<file path="config.mk">
export PLATFORM = sky130hd
export DESIGN_NAME = serial_logic16
export DESIGN_NICKNAME = d
export VERILOG_FILES = /design/src/rtl/serial_logic16.sv
export SDC_FILE = /design/constraint.sdc
export NUM_CORES = 1
export LEC_CHECK = 0
export ABC_CLOCK_PERIOD_IN_PS = 2600
export CORE_UTILIZATION = 55
export DETAILED_ROUTE_END_ITERATION = 16
export GPL_TIMING_DRIVEN = 0
export PLACE_DENSITY = 0.86
export SYNTH_ARGS = -nofsm -noshare
export SYNTH_HDL_FRONTEND = slang
export SYNTH_SLANG_ARGS = --single-unit
</file>
<file path="constraint.sdc">
create_clock -name clock -period 2.6 [get_ports clock]
set_input_delay 0.52 -clock clock [delete_from_list [all_inputs] [get_ports clock]]
set_output_delay 0.52 -clock clock [all_outputs]
set_load 0.02 [all_outputs]
</file>
<file path="src/rtl/serial_logic16.sv">
// serial_logic16: bit-serial AND/OR/NOT/XOR over a WIDTH-bit word, LSB first, with valid/ready on both sides.
module serial_logic16 #(
  parameter int WIDTH = 16
) (
  input  logic             clock,
  input  logic             reset,
  input  logic             in_valid,
  output logic             in_ready,
  input  logic [1:0]       op,
  input  logic [WIDTH-1:0] a,
  input  logic [WIDTH-1:0] b,
  output logic             out_valid,
  input  logic             out_ready,
  output logic [WIDTH-1:0] out,
  output logic             busy
);
  localparam int CW = $clog2(WIDTH);
  typedef enum logic [1:0] {IDLE, RUN, DONE} state_t;
  state_t state, state_nx;
  logic [WIDTH-1:0] a_sh, b_sh, res_sh;
  logic [1:0] op_q;
  logic [CW-1:0] cnt;
  logic r, last, accept;
  assign last = cnt == CW'(WIDTH - 1);
  assign accept = in_valid && in_ready;
  always_comb r = op_q == 2'b00 ? a_sh[0] & b_sh[0] :
                  op_q == 2'b01 ? a_sh[0] | b_sh[0] :
                  op_q == 2'b10 ? ~a_sh[0] : a_sh[0] ^ b_sh[0];
  always_comb begin
    in_ready  = state == IDLE;
    out_valid = state == DONE;
    busy      = state != IDLE;
    state_nx  = (state == IDLE && in_valid) ? RUN :
                (state == RUN && last) ? DONE :
                (state == DONE && out_ready) ? IDLE : state;
  end
  always_ff @(posedge clock)
    if (reset) state <= IDLE;
    else state <= state_nx;
  always_ff @(posedge clock) begin
    if (reset) begin
      a_sh   <= '0;
      b_sh   <= '0;
      res_sh <= '0;
      op_q   <= '0;
      cnt    <= '0;
      out    <= '0;
    end else if (accept) begin
      a_sh <= a;
      b_sh <= b;
      op_q <= op;
      cnt  <= '0;
    end else if (state == RUN) begin
      a_sh   <= a_sh >> 1;
      b_sh   <= b_sh >> 1;
      res_sh <= {r, res_sh[WIDTH-1:1]};
      cnt    <= cnt + 1'b1;
      // out only changes here so consumers never observe a partial word
      if (last) out <= {r, res_sh[WIDTH-1:1]};
    end
  end
endmodule

</file>
== Word-level counts from Yosys, hierarchy flattened ==
Cells that the tools add are included.

* Multiplexer cells: 10
* Eq/ne operators: 5
* Bitwise gates (word level): 5
* Reduce and logical (&&, ||, !) cells: 12
* Add/sub/neg operators: 1

{| class="wikitable"
|+ Operators with widths
! kind !! count
|-
| $mux W16 || 4
|-
| $reduce_bool A2 Y1 || 3
|-
| $add A4 B1 Y4 const B || 1
|-
| $eq A2 B1 Y1 const B || 2
|-
| $eq A2 B2 Y1 const B || 2
|-
| $eq A4 B4 Y1 const B || 1
|-
| $logic_not A2 Y1 || 2
|-
| $mux W1 || 4
|-
| $mux W2 || 2
|-
| $logic_and A1 B1 Y1 || 3
|-
| $reduce_and A3 Y1 || 1
|-
| $reduce_bool A3 Y1 || 1
|-
| $not A1 Y1 || 2
|-
| $reduce_and A2 Y1 || 1
|-
| $reduce_or A2 Y1 || 1
|-
| $and A1 B1 Y1 || 1
|-
| $or A1 B1 Y1 || 1
|-
| $xor A1 B1 Y1 || 1
|}

* Output and inout port bits: 19
* Word-level logic and storage cells: 41
* Register bits: 72
* Input port bits: 38

== Logic depth before layout (Yosys ltp) ==
Gate-level depths: netlist of run 1.

* Depth after elaboration: 5
* Gate-level depth with buffers: 6
* Mapped depth without buffers: 5

== Worst setup path before layout of run 1 ==
No wires, ideal clock.

* Path kind: register to output
* From: reg state[0]
* To: out in_ready
* Stages on the path, launching flop included: 4
* Path slack: 1.135 ns
* Path buffers: 1
* Required time: 2.080 ns
* Arrival time: 0.945 ns
* Path through: dfxtp_1 buf_6 or2_2 inv_1

* Longest elaborated chain between the ends: 1

{| class="wikitable"
|+ RTL lines
! element !! line !! source
|-
| start: declaration || 19 || <nowiki>state_t state, state_nx;</nowiki>
|-
| start signal: assignment || 39 || <nowiki>else state <= state_nx;</nowiki>
|-
| $logic_not A2 Y1 || 30 || <nowiki>in_ready = state == IDLE;</nowiki>
|-
| end: declaration || 8 || <nowiki>output logic in_ready,</nowiki>
|}

No other way between the ends.

== Worst setup path after layout of run 1 ==
* From: reg state[1]
* To: out in_ready

The elaborated chain is that of the path after synthesis.

==> results of run 1 <==
-- flip-flops by register name, indices dropped and copies added, names as in the netlist --
register,cells
a_sh,16
b_sh,16
out,16
res_sh,15
cnt,4
op_q,2
state,2
-- layout make-up --
cell class,instances,share of cell area
timing repair buffer,55,0.150
buffer,31,0.0495
clock buffer,11,0.0413
multi-input combinational,222,0.329
sequential,71,0.388
clock inverter,4,0.0123
inverter,7,0.00717
tap,67,0.0229
-- power by group through the flow --
stage                     combinational (uW)  clock [uW]  sequential (uW)
after floorplan                          148           0             1160
final                                    248         876             1150
after global placement                   241           0             1170
after CTS                                248         887             1150
after global routing                     273         923             1150
after detailed placement                 247           0             1170
-- metrics by stage --
| step | cell area (um2) | worst slack, ps |
|---|---|---|
| final | 3660 | 304 |
| after detailed placement | 3470 | 682 |
| after floorplan | 2830 | 1140 |
| after CTS | 3660 | 307 |
| after global routing | 3660 | 242 |
| after global placement | 3470 | 686 |
-- kinds of logic (layout without fill, tap and decap cells) --
family                     after synthesis  in the layout  share of synthesized area
DFF                                     71             71                      0.502
AOI/OAI and AO/OA                      118            118                      0.244
and+or+nand+nor                         97             97                      0.151
xor gates and xnor gates                 2              2                    0.00618
muxes                                    2              2                     0.0115
adders and majority gates                3              3                     0.0132
buffers and inverters                   38            108                     0.0733
-- worst max path at each step --
stage	slack, ps	to	from
after floorplan	1140	in_ready	state[0]
after global placement	690	in_ready	state[1]
after detailed placement	680	b_sh[2]	in_valid
after CTS	310	in_ready	state[1]
after global routing	240	in_ready	state[1]
final	300	in_ready	state[1]
-- cells in the final DEF (no fill, tap or decap), types with 2 or more instances in the layout --
cell type	netlist	final
clkbuf_8	0	11
nor3_1	3	3
clkbuf_1	13	13
nor2_1	2	2
o21ai_0	17	17
a21oi_1	65	65
nand3_1	20	20
clkinv_2	0	3
buf_2	7	7
nand2_1	64	64
buf_4	7	7
dfxtp_1	71	71
clkdlybuf4s50_1	0	55
ha_1	3	3
a22oi_1	30	30
inv_1	7	7
buf_6	4	4
-- critical path, stage by stage, from the launching register on --
cell and delay, ps:
dfxtp_1 300, buf_2 170, or2_2 310, inv_1 60, clkdlybuf4s50_1 590
-- metal layers --
| layer | global-route usage | share of wire | wire length, um |
|---|---|---|---|
| met5 | 0 | 0 | 0 |
| met1 | 0.314 | 0.44 | 2810 |
| met2 | 0.409 | 0.49 | 3110 |
| met3 | 0.0425 | 0.046 | 293 |
| met4 | 0.135 | 0.026 | 169 |
==> results.json, run 1 <==
{
  "finish.utilization": 0.756,
  "worst_slew_pin_slew_ps": 488,
  "core_area_mm2": 0.00485,
  "arrival_ps": 1780,
  "tritoncts": "yes",
  "final_nets": 438,
  "p_per_area_mw_per_mm2": 620,
  "initial_core_util": 0.585,
  "syn_nets": 372,
  "setup-tns-final_ps": 0,
  "max_slew_margin": 0.675,
  "power.share.switching": 0.238,
  "syn_to_final_growth_pct": 29.3,
  "ctsRootBufferMaster": "clkbuf_8",
  "synth_commonest_cells": "dfxtp_1, a21oi_1, nand2_1",
  "insertion_delay_ps": 350,
  "hold_violations": 0,
  "synth_cell_types": 32,
  "ff2ff_path_depth": 6,
  "wl_per_cell_um": 13.6,
  "combPwrFrac": 0.109,
  "drc": 0,
  "min_period_ps": 2300,
  "r2r_end": "out[15]",
  "dpl.cell_count": 453,
  "postSynthAreaPerCell_um2": 8.56,
  "gp_congestion": 0.779,
  "finalPower_uw": 2270,
  "gr-usage-all-layers": 0.250,
  "clock_sinks": 71,
  "seq_power_share": 0.505,
  "synth.most_common_cell": "dfxtp_1",
  "setup_viol": 0,
  "nFillCells": 381,
  "fmax_ghz": 0.436,
  "regToRegSetupSlack_ps": 820,
  "core.rowCount": 25,
  "p_sw_uw": 541,
  "hold_slack_ps": 457,
  "syn-cell-area_mm2": 0.00283,
  "netlist_top_cells_area": "dfxtp_1, a21oi_1, nand2_1",
  "multi_input_area_mm2": 0.00120,
  "seq_area_mm2": 0.00142,
  "via_per_inst": 5.58,
  "grt_first_pass_wirelength_mm": 10.2,
  "hp-class": "register to register",
  "startpoint_type": "register",
  "ios": 57,
  "p_int_uw": 1730,
  "antenna_cells": 0,
  "drt_pass1_iterations": 4,
  "slew_viol_final": 0,
  "grt_pass1_vias": 2315,
  "yosys.area.top_type_share": 0.502,
  "io_buffers": 55,
  "die_h_um": 73.8,
  "ant_nets": 0,
  "fin_crit_sh": 0.883,
  "required_ps": 2080,
  "clk_pin_slew_worst_paths_ps": 70,
  "wirelength_mm": 6.39,
  "hold_depth": 2,
  "worstSetupPathType": "register to output port",
  "die_width_um": 73.8,
  "grt_max_degree": 12,
  "post_cts_buffers": 0,
  "yosys.area.top_type": "dfxtp_1",
  "num_vias": 2611,
  "hold_start": "b_sh[9]",
  "async_reset_ff_frac": 0,
  "synth_cells": 331,
  "synthFlopType": "dfxtp_1",
  "leakagePower_uw": 0.00127,
  "cts_buffers": 9,
  "hpwl_mm": 4.44,
  "cp-end-kind": "output port",
  "p_clk_frac": 0.386,
  "fin_worst_skew_ps": 8.53,
  "drive_gt1_frac": 0.0973,
  "cts-resized-gates": 0,
  "antenna_found_initial": 0,
  "cts_buffer_depth": 2,
  "maxCapViolations": 0,
  "final_cells": 468,
  "holdPathEnd": "b_sh[9]",
  "grt-ovfl-total": 0,
  "drt_iter0_drc": 246,
  "worstPathMaxFanout": 10,
  "yosys_warnings": 0,
  "rsz0062_at_grt": "false",
  "status": "finished, final reports clean",
  "synth-edff-count": 0,
  "yosysSeqAreaShare": 0.502,
  "dieArea_mm2": 0.00544,
  "max-vdd-ir-drop_v": 0.000411,
  "r2r_start": "cnt[0]",
  "cts_hold_buf": 0,
  "cts_htree_levels": 3,
  "synth-seq-cells": 71
}
No activity file was read; power rests on OpenSTA's default activity.
==> run 2, diff against run 1 <==
--- a/config.mk
+++ b/config.mk
@@ -8,7 +8,6 @@
 export ABC_CLOCK_PERIOD_IN_PS = 2600
 export CORE_UTILIZATION = 55
 export DETAILED_ROUTE_END_ITERATION = 16
-export GPL_TIMING_DRIVEN = 0
 export PLACE_DENSITY = 0.86
 export SYNTH_ARGS = -nofsm -noshare
 export SYNTH_HDL_FRONTEND = slang
==> run 2 against run 1 <==
Against the previous run: critical path depth down 1; largest power group unchanged; final cell count down 4.5%; non-clock buffer count down 21; sequential power about the same; critical endpoint unchanged; via count down 3.6%; clock power down 16%; combinational power down 4%; maximum frequency about the same; clock skew down 2.5 ps; global-route usage down 0.39 points; flip-flop and latch count unchanged.
==> results.json, run 2 (synthesis gave the netlist of run 1 again) <==
{
  "final_common_cell": "dfxtp_1",
  "finish.utilization": 0.733,
  "ctsRootBufferMaster": "clkbuf_8",
  "via_per_inst": 5.63,
  "slew_viol_final": 0,
  "drt_pass1_iterations": 4,
  "grt_first_pass_wirelength_mm": 10.2,
  "hold_slack_ps": 456,
  "worstPathMaxFanout": 11,
  "setup-tns-final_ps": 0,
  "largestRegisters": "a_sh x16, b_sh x16, out x16",
  "cts-resized-gates": 0,
  "leakagePower_uw": 0.00121,
  "max_slew_margin": 0.570,
  "ios": 57,
  "drive_gt1_frac": 0.0842,
  "insertion_delay_ps": 330,
  "place_ws_ps": 670,
  "num_vias": 2516,
  "initial_core_util": 0.585,
  "core_area_mm2": 0.00485,
  "fin_crit_sh": 0.882,
  "worstSetupPathType": "register to output port",
  "grt_pass1_vias": 2302,
  "wirelength_mm": 6.15,
  "status": "finished, final reports clean",
  "wl_per_cell_um": 13.8,
  "worst_slew_pin_slew_ps": 643,
  "cts_hold_buf": 0,
  "hold_violations": 0,
  "antenna_cells": 0,
  "core.rowCount": 25,
  "mostFrequentLayoutCells": "dfxtp_1, a21oi_1, nand2_1, clkdlybuf4s50_1, a22oi_1",
  "dieArea_mm2": 0.00544,
  "dpl.cell_count": 432,
  "required_ps": 2080,
  "fin_worst_skew_ps": 6.07,
  "setup_viol": 0,
  "cts_buffers": 9,
  "cts_htree_levels": 3,
  "p_per_area_mw_per_mm2": 597,
  "cts_buffer_depth": 2,
  "clock_sinks": 71,
  "syn_to_final_growth_pct": 25.4,
  "startpoint_type": "register",
  "min_period_ps": 2290,
  "tritoncts": "yes",
  "setup_ws_ps": 306,
  "hpwl_mm": 3.97,
  "fmax_ghz": 0.436,
  "die_width_um": 73.8,
  "gp_congestion": 0.731,
  "rsz0062_at_grt": "false",
  "die_h_um": 73.8,
  "final_nets": 417,
  "final_cells": 447,
  "hp-class": "register to register",
  "maxCapViolations": 0,
  "post_cts_buffers": 0,
  "drt_iter0_drc": 204,
  "drc": 0,
  "io_buffers": 56,
  "grt-ovfl-total": 0,
  "antenna_found_initial": 0,
  "arrival_ps": 1770,
  "gr-usage-all-layers": 0.246,
  "clk_pin_slew_worst_paths_ps": 70,
  "grt_max_degree": 46,
  "ant_nets": 0,
  "max-vdd-ir-drop_v": 0.000337,
  "cp-end-kind": "output port"
}
[run 2: cell count changes in the layout (fill, tap and decap cells not counted)]
cell,before,now
nor3b_2,1,0
o21bai_1,1,0
buf_2,7,1
buf_6,4,0
buf_12,0,1
clkbuf_1,13,1
clkbuf_8,11,10
bufinv_16,1,0
clkinvlp_4,0,1
o21bai_2,0,1
buf_4,7,8
nor2b_4,0,1
nor3b_4,0,1
nor2b_1,1,0
[run 2: power breakdown]
part / leakage (uW) / switching (uW) / internal, uW
Combinational: 0.000543 / 125 / 113
Sequential: 0.000578 / 20.7 / 1120
Clock: 0.0000850 / 377 / 362
Total: 0.00121 / 522 / 1600
[run 2: final timing paths]
check / start / endpoint / slack, ps / cells past startpoint
worst max-delay path: state[1] / in_ready / 310 / 3
worst min register to register: b_sh[13] / b_sh[13] / 460 / 2
worst min-delay path: b_sh[13] / b_sh[13] / 460 / 2
worst max register to register: state[1] / cnt[3] / 990 / 4
[run 2: cell type report]
| cell class | count | area [um2] |
|---|---|---|
| Timing Repair Buffer | 65 | 636 |
| Multi-Input combinational cell | 222 | 1220 |
| Inverter | 7 | 26.3 |
| Clock inverter | 4 | 22.5 |
| Tap cell | 67 | 83.8 |
| Clock buffer | 11 | 141 |
| Sequential cell | 71 | 1420 |
| Fill cell | 370 | 1290 |
[run 2: worst max-delay path, stage by stage (launching register included)]
cell	delay, ps
dfxtp_1	440
or2_2	350
inv_1	60
clkdlybuf4s50_1	590
[run 2: through the flow]
stage	power [uW]	cell area [um2]
floorplan	1310	2830
global placement	1400	3390
detailed placement	1400	3390
CTS	2130	3550
global route	2200	3550
finish	2120	3550
[run 2: per-layer routing]
layer | up-vias | GRT usage | share of wire | wire length (um)
met2 | 83 | 0.404 | 0.48 | 2980
met4 | 0 | 0.111 | 0.020 | 121
li1 | 1248 | - | - | -
met5 | - | 0 | 0 | 0
met3 | 11 | 0.0549 | 0.054 | 334
met1 | 1174 | 0.308 | 0.44 | 2720
==> run 3, diff against run 2 <==
--- a/config.mk
+++ b/config.mk
@@ -9,6 +9,7 @@
 export CORE_UTILIZATION = 55
 export DETAILED_ROUTE_END_ITERATION = 16
 export PLACE_DENSITY = 0.86
+export SLEW_MARGIN = 15
 export SYNTH_ARGS = -nofsm -noshare
 export SYNTH_HDL_FRONTEND = slang
 export SYNTH_SLANG_ARGS = --single-unit
==> results of run 3 <==
No change in the layout: final DEF, timing and power equal those of run 2.
